### config.mk
export PLATFORM = sky130hd
export DESIGN_NAME = arithmetic_predicates_serial
export DESIGN_NICKNAME = d
export VERILOG_FILES = /design/src/rtl/arith_pred_pkg.sv /design/src/rtl/arith_pred_step.sv /design/src/rtl/arithmetic_predicates_serial.sv
export SDC_FILE = /design/constraint.sdc
export NUM_CORES = 1
export LEC_CHECK = 0
export CORE_ASPECT_RATIO = 1.4
export CORE_MARGIN = 5
export CORE_UTILIZATION = 49
export CTS_CLUSTER_SIZE = 10
export DETAILED_ROUTE_END_ITERATION = 12
export GPL_TIMING_DRIVEN = 0
export PLACE_DENSITY = 0.77
export SLEW_MARGIN = 10
export SYNTH_ARGS = -nofsm -noshare
export SYNTH_HDL_FRONTEND = slang
export SYNTH_SLANG_ARGS = --single-unit
### constraint.sdc
create_clock -name clock -period 21.5 [get_ports clock]
set_clock_uncertainty 0.2 [all_clocks]
set_input_delay 2.15 -clock clock [delete_from_list [all_inputs] [get_ports clock]]
set_output_delay 2.15 -clock clock [all_outputs]
set_load 0.01 [all_outputs]
### src/rtl/arith_pred_pkg.sv
// arith_pred_pkg: FSM state encoding and step-count helper shared by the serial comparator.
package arith_pred_pkg;
    typedef enum logic [1:0] {IDLE = 2'd0, RUN = 2'd1, DONE = 2'd2} state_t;

    function automatic int step_count(input int word_width, input int step_word_width);
        return (word_width + step_word_width - 1) / step_word_width;
    endfunction
endpackage

### src/rtl/arith_pred_step.sv
// arith_pred_step: one slice of A+~B+carry; carries are tapped at the highest bit set in real_mask.
module arith_pred_step #(
    parameter int WIDTH = 16
) (
    input  logic [WIDTH-1:0] a,
    input  logic [WIDTH-1:0] b,
    input  logic             carry_in,
    input  logic [WIDTH-1:0] real_mask,
    output logic [WIDTH-1:0] diff,
    output logic             carry_out,
    output logic             carry_msb
);
    always_comb begin
        logic c;
        c = carry_in;
        diff = '0;
        carry_out = 1'b0;
        carry_msb = 1'b0;
        for (int i = 0; i < WIDTH; i++) begin
            diff[i] = a[i] ^ ~b[i] ^ c;
            if (real_mask[i]) begin
                carry_msb = c;
                carry_out = (a[i] & ~b[i]) | (c & (a[i] ^ ~b[i]));
            end
            c = (a[i] & ~b[i]) | (c & (a[i] ^ ~b[i]));
        end
    end
endmodule

### src/rtl/arithmetic_predicates_serial.sv
// arithmetic_predicates_serial: multi-cycle signed/unsigned compare of A and B, one slice per cycle.
// Define ARITH_PRED_MINMAX_EN to add registered min/max outputs.
module arithmetic_predicates_serial
    import arith_pred_pkg::*;
#(
    parameter int WORD_WIDTH      = 64,
    parameter int STEP_WORD_WIDTH = 16
) (
    input  logic                  clock,
    input  logic                  clear_n,
    input  logic                  clock_enable,
    input  logic                  input_valid,
    output logic                  input_ready,
    input  logic [WORD_WIDTH-1:0] A,
    input  logic [WORD_WIDTH-1:0] B,
    output logic                  output_valid,
    input  logic                  output_ready,
    output logic                  A_eq_B,
    output logic                  A_lt_B_unsigned,
    output logic                  A_lte_B_unsigned,
    output logic                  A_gt_B_unsigned,
    output logic                  A_gte_B_unsigned,
    output logic                  A_lt_B_signed,
    output logic                  A_lte_B_signed,
    output logic                  A_gt_B_signed,
    output logic                  A_gte_B_signed
`ifdef ARITH_PRED_MINMAX_EN
    ,
    output logic [WORD_WIDTH-1:0] min_unsigned,
    output logic [WORD_WIDTH-1:0] max_unsigned,
    output logic [WORD_WIDTH-1:0] min_signed,
    output logic [WORD_WIDTH-1:0] max_signed
`endif
);
    localparam int SC   = step_count(WORD_WIDTH, STEP_WORD_WIDTH);
    localparam int PW   = SC * STEP_WORD_WIDTH;
    localparam int CW   = $clog2(SC) + 1;
    localparam int LAST = (WORD_WIDTH - 1) % STEP_WORD_WIDTH;
    localparam logic [STEP_WORD_WIDTH-1:0] LAST_MASK = {STEP_WORD_WIDTH{1'b1}} >> (STEP_WORD_WIDTH - 1 - LAST);
    localparam logic [CW-1:0] CNT_LAST = CW'(SC - 1);

    state_t                     state;
    logic [PW-1:0]              a_sh, b_sh;
    logic [CW-1:0]              cnt;
    logic                       carry, zero;
    logic [STEP_WORD_WIDTH-1:0] diff, real_mask;
    logic                       c_out, c_msb, last, accept, eq_n, lt_u, lt_s;

    assign input_ready  = state == IDLE || (state == DONE && output_ready);
    assign output_valid = state == DONE;
    assign accept       = clock_enable && input_valid && input_ready;
    assign last         = cnt == CNT_LAST;
    // Only the final slice carries padding; its carries and zero test stop at bit WORD_WIDTH-1.
    assign real_mask    = last ? LAST_MASK : '1;

    arith_pred_step #(.WIDTH(STEP_WORD_WIDTH)) u_step (
        .a        (a_sh[STEP_WORD_WIDTH-1:0]),
        .b        (b_sh[STEP_WORD_WIDTH-1:0]),
        .carry_in (carry),
        .real_mask(real_mask),
        .diff     (diff),
        .carry_out(c_out),
        .carry_msb(c_msb)
    );

    always_comb begin
        eq_n = zero && ((diff & real_mask) == '0);
        lt_u = !c_out;
        lt_s = diff[LAST] ^ c_msb ^ c_out;
    end

    always_ff @(posedge clock or negedge clear_n) begin
        if (!clear_n) begin
            state            <= IDLE;
            a_sh             <= '0;
            b_sh             <= '0;
            cnt              <= '0;
            carry            <= 1'b0;
            zero             <= 1'b0;
            A_eq_B           <= 1'b0;
            A_lt_B_unsigned  <= 1'b0;
            A_lte_B_unsigned <= 1'b0;
            A_gt_B_unsigned  <= 1'b0;
            A_gte_B_unsigned <= 1'b0;
            A_lt_B_signed    <= 1'b0;
            A_lte_B_signed   <= 1'b0;
            A_gt_B_signed    <= 1'b0;
            A_gte_B_signed   <= 1'b0;
        end else if (clock_enable) begin
            if (accept) begin
                state <= RUN;
                a_sh  <= PW'(A);
                b_sh  <= PW'(B);
                cnt   <= '0;
                carry <= 1'b1;
                zero  <= 1'b1;
            end else if (state == RUN) begin
                a_sh  <= a_sh >> STEP_WORD_WIDTH;
                b_sh  <= b_sh >> STEP_WORD_WIDTH;
                cnt   <= cnt + 1'b1;
                carry <= c_out;
                zero  <= eq_n;
                if (last) begin
                    state            <= DONE;
                    A_eq_B           <= eq_n;
                    A_lt_B_unsigned  <= lt_u;
                    A_lte_B_unsigned <= lt_u || eq_n;
                    A_gt_B_unsigned  <= !lt_u && !eq_n;
                    A_gte_B_unsigned <= !lt_u;
                    A_lt_B_signed    <= lt_s;
                    A_lte_B_signed   <= lt_s || eq_n;
                    A_gt_B_signed    <= !lt_s && !eq_n;
                    A_gte_B_signed   <= !lt_s;
                end
            end else if (state == DONE && output_ready) begin
                state <= IDLE;
            end
        end
    end

`ifdef ARITH_PRED_MINMAX_EN
    logic [WORD_WIDTH-1:0] a_keep, b_keep;

    always_ff @(posedge clock or negedge clear_n) begin
        if (!clear_n) begin
            a_keep       <= '0;
            b_keep       <= '0;
            min_unsigned <= '0;
            max_unsigned <= '0;
            min_signed   <= '0;
            max_signed   <= '0;
        end else if (clock_enable) begin
            if (accept) begin
                a_keep <= A;
                b_keep <= B;
            end else if (state == RUN && last) begin
                min_unsigned <= (lt_u || eq_n) ? a_keep : b_keep;
                max_unsigned <= !lt_u ? a_keep : b_keep;
                min_signed   <= (lt_s || eq_n) ? a_keep : b_keep;
                max_signed   <= !lt_s ? a_keep : b_keep;
            end
        end
    end
`endif
endmodule

==> impl_metrics.tcl <==
set metrics [dict create \
    clkTransAtPathRegs_ns 0.06 \
    crit_end "A_gt_B_unsigned$_DFFE_PN0P_" \
    crit_start "b_sh[0]$_DFFE_PN0P_" \
    stdcell_area_um2 9110 \
    rsz0062_at_grt "no" \
    finalNetCount 899 \
    cp-end-kind "register" \
    setup-tns-final_ns 0 \
    grt_pass1_vias 5909 \
    die_h_um 148.9 \
    cts_resized 0 \
    viasPerCell 5.754 \
    clk_latency_ns 0.42 \
    ys_ff_latch 144 \
    path_class "reg -> reg" \
    routabilityCongestion 0.9360 \
    ff2ff_path_depth 21 \
    syn_to_final_growth_pct 34.91 \
    core-area_um2 13450 \
    hold_viol_final 0 \
    antenna_found_initial 0 \
    fin_crit_sh_pct 36.94 \
    min_path_type "reg -> reg" \
    cts_buffers 17 \
    grt_util_all_layers_pct 24.77 \
    drive_gt1_share_pct 8.421 \
    rrSetupSlack_ns 13.56 \
    clock_sinks 144 \
    vias 5420 \
    setup_violations 0 \
    synth_cell_types 42 \
    ir_drop_v 0.00005534 \
    die_area_um2 16260 \
    yosysWarnings 0 \
    wl_per_cell_um 20.60 \
    grt_overflow_total 0 \
    wirelength_um 19410 \
    remaining_drc_errors 0 \
    arrival_ns 8.05 \
    fmax_mhz 125.9 \
    clockBufferDepth 2 \
    start_util_pct 50.20 \
    r2r_end "A_gt_B_unsigned$_DFFE_PN0P_" \
    slew_headroom_pct 55.91 \
    p_leak_nw 4.071 \
    drt_iter0_markers 293 \
    cts_setup_buffers 0 \
    num_antenna_cells 0 \
    netlist_area_um2 6753 \
    period_needed_ns 7.941 \
    dp_hpwl_um 14860 \
    io_buffers 142 \
    cts_tree "done" \
    tightest_slew_ns 0.6614 \
    place_area_um2 8431 \
    syn-instance-count 585 \
    power.density_nw_per_um2 133.2 \
    required_ns 21.60 \
    crit-reg2reg-launch "b_sh[0]$_DFFE_PN0P_" \
    ctsHoldBuffers 0 \
    grt_pass1_wl_um 30680 \
    maxCapViolations 0 \
    first_pass_iters 5 \
    cts_root_buffer "clkbuf_16" \
    start_kind "register" \
    io_pins 144 \
    rows 50 \
    syn_nets 737 \
    cts_max_level 4 \
    status "completed" \
    final_max_slew_viol_count 0 \
    avgSynthCellArea_um2 11.54 \
    ant_nets 0 \
    grt_start_max_net_pins 83 \
    critical_path.max_fanout 5 \
    ys_seq_area_share_pct 53.36 \
    chipWidth_um 109.2 \
]
[worst min-delay path by stage]
stage                                               to  cells after the start                    startpoint  slack, ns
after global routing              a_sh[61]$_DFFE_PN0P_                      1          a_sh[61]$_DFFE_PN0P_       0.31
final                     A_gte_B_unsigned$_DFFE_PN0P_                      2  A_gte_B_unsigned$_DFFE_PN0P_       0.29
after detailed placement  A_gte_B_unsigned$_DFFE_PN0P_                      2  A_gte_B_unsigned$_DFFE_PN0P_       0.27
after CTS                 A_gte_B_unsigned$_DFFE_PN0P_                      2  A_gte_B_unsigned$_DFFE_PN0P_       0.29
after floorplan                     cnt[0]$_DFFE_PN0P_                      1            cnt[0]$_DFFE_PN0P_       0.25
after global placement              cnt[0]$_DFFE_PN0P_                      1            cnt[0]$_DFFE_PN0P_       0.26
[cells in the mapped netlist]
master	number	area, um2
dfrtp_1	144	3603
a221o_1	79	790.8
and2_1	66	412.9
inv_1	58	217.7
clkbuf_1	24	90.09
nand2_1	24	90.09
nor2_1	18	67.56
fa_1	17	340.3
o221ai_1	17	148.9
o22ai_1	16	100.1
a211oi_1	15	112.6
a21oi_1	15	75.07
nand4_1	13	81.33
buf_2	12	60.06
o31ai_1	11	82.58
a22o_1	7	61.31
buf_4	7	52.55
buf_6	6	67.56
o21ai_0	5	25.02
o21ai_1	3	15.01
and4_1	2	17.52
ha_1	2	25.02
mux2_2	2	22.52
mux2i_1	2	20.02
nand2b_1	2	12.51
o21a_1	2	15.01
a21o_1	1	7.510
a221oi_1	1	8.760
a22oi_1	1	7.510
a41oi_1	1	8.760
and2b_1	1	7.510
and3b_1	1	8.760
buf_1	1	3.750
nand2b_4	1	13.76
nand3_1	1	5.000
nand3b_1	1	7.510
nand4b_4	1	23.77
nor2b_1	1	6.260
nor3_2	1	10.01
o21ai_2	1	8.760
or3_1	1	6.260
or4_4	1	11.26
[critical path, stage by stage, from the launching register on]
cell	delay, ns
dfrtp_1	0.42
fa_1	0.43
fa_1	0.42
fa_1	0.41
fa_1	0.41
fa_1	0.40
fa_1	0.39
fa_1	0.38
fa_1	0.40
fa_1	0.40
fa_1	0.39
fa_1	0.38
fa_1	0.36
inv_1	0.07
fa_1	0.16
inv_1	0.06
fa_1	0.39
fa_1	0.39
inv_1	0.12
fa_1	0.45
or4_4	0.59
o21a_1	0.20
[cell families (layout without fill, tap and decap cells)]
family                   after synthesis  count (layout)  share of synthesized area, %
flip-flops                           144             144                         53.36
AO/OA/AOI/OAI                        175             175                         21.73
buffers and inverters                108             283                         7.282
multiplexers                           4               4                        0.6300
AND/OR/NAND/NOR                      135             135                         11.58
adder cells (fa/ha/maj)               19              19                         5.410
[cells in the final DEF, fill, tap and decap left out, drive strengths merged, types with 17 or more instances in the layout]
master	instances
nor2	18
buf	28
fa	17
dfrtp	144
clkdlybuf4s50	141
clkbuf	46
inv	58
o221ai	17
a221o	79
and2	66
nand2	24
[flip-flops by register name (all words and copies together), names as in the netlist, 2 cells and up]
signal  flops
a_sh       64
b_sh       64
cnt         3
state       2
[layer usage]
layer / part of all wire, % / global-route usage, % / up-vias
met5: 0 / 0 / -
met4: 4.2 / 11.85 / 0
li1: - / - / 2473
met3: 5.0 / 4.114 / 48
met1: 37 / 28.61 / 2693
met2: 53 / 44.03 / 206
[cell type report]
class                      instances  area, um2
timing repair buffer             143       1450
tap                              182      227.7
clock buffer                      22      474.2
multi-input combinational        333       2658
inverter                          58      217.7
buffer                            50      274.0
fill                            1028       4340
sequential                       144       3603
clock inverter                    10      205.2
[stage by stage]
| step | hold slack, ns | power (W) | util, % | std cells | setup WS, ns |
|---|---|---|---|---|---|
| 4_1_cts | 0.2859 | 0.001215 | 67.73 | 942 | 13.59 |
| 3_3_place_gp | 0.2584 | 0.0008390 | 62.47 | 909 | 12.62 |
| 3_5_place_dp | 0.2728 | 0.0008731 | 62.68 | 910 | 13.60 |
| 2_1_floorplan | 0.2461 | 0.0007102 | - | 585 | 14.02 |
| 5_1_grt | 0.3102 | 0.001288 | 67.73 | 942 | 13.37 |
| 6_report | 0.2856 | 0.001214 | 67.73 | 942 | 13.56 |
[report_power, final]
group | switching (W) | internal [W] | total [W]
Combinational | 0.000232 | 0.000208 | 0.000440
Sequential | 0.0000611 | 0.000375 | 0.000436
Clock | 0.000111 | 0.000227 | 0.000338
Total | 0.000404 | 0.000810 | 0.00121
Note: power is estimated with default switching activity, not from simulation.
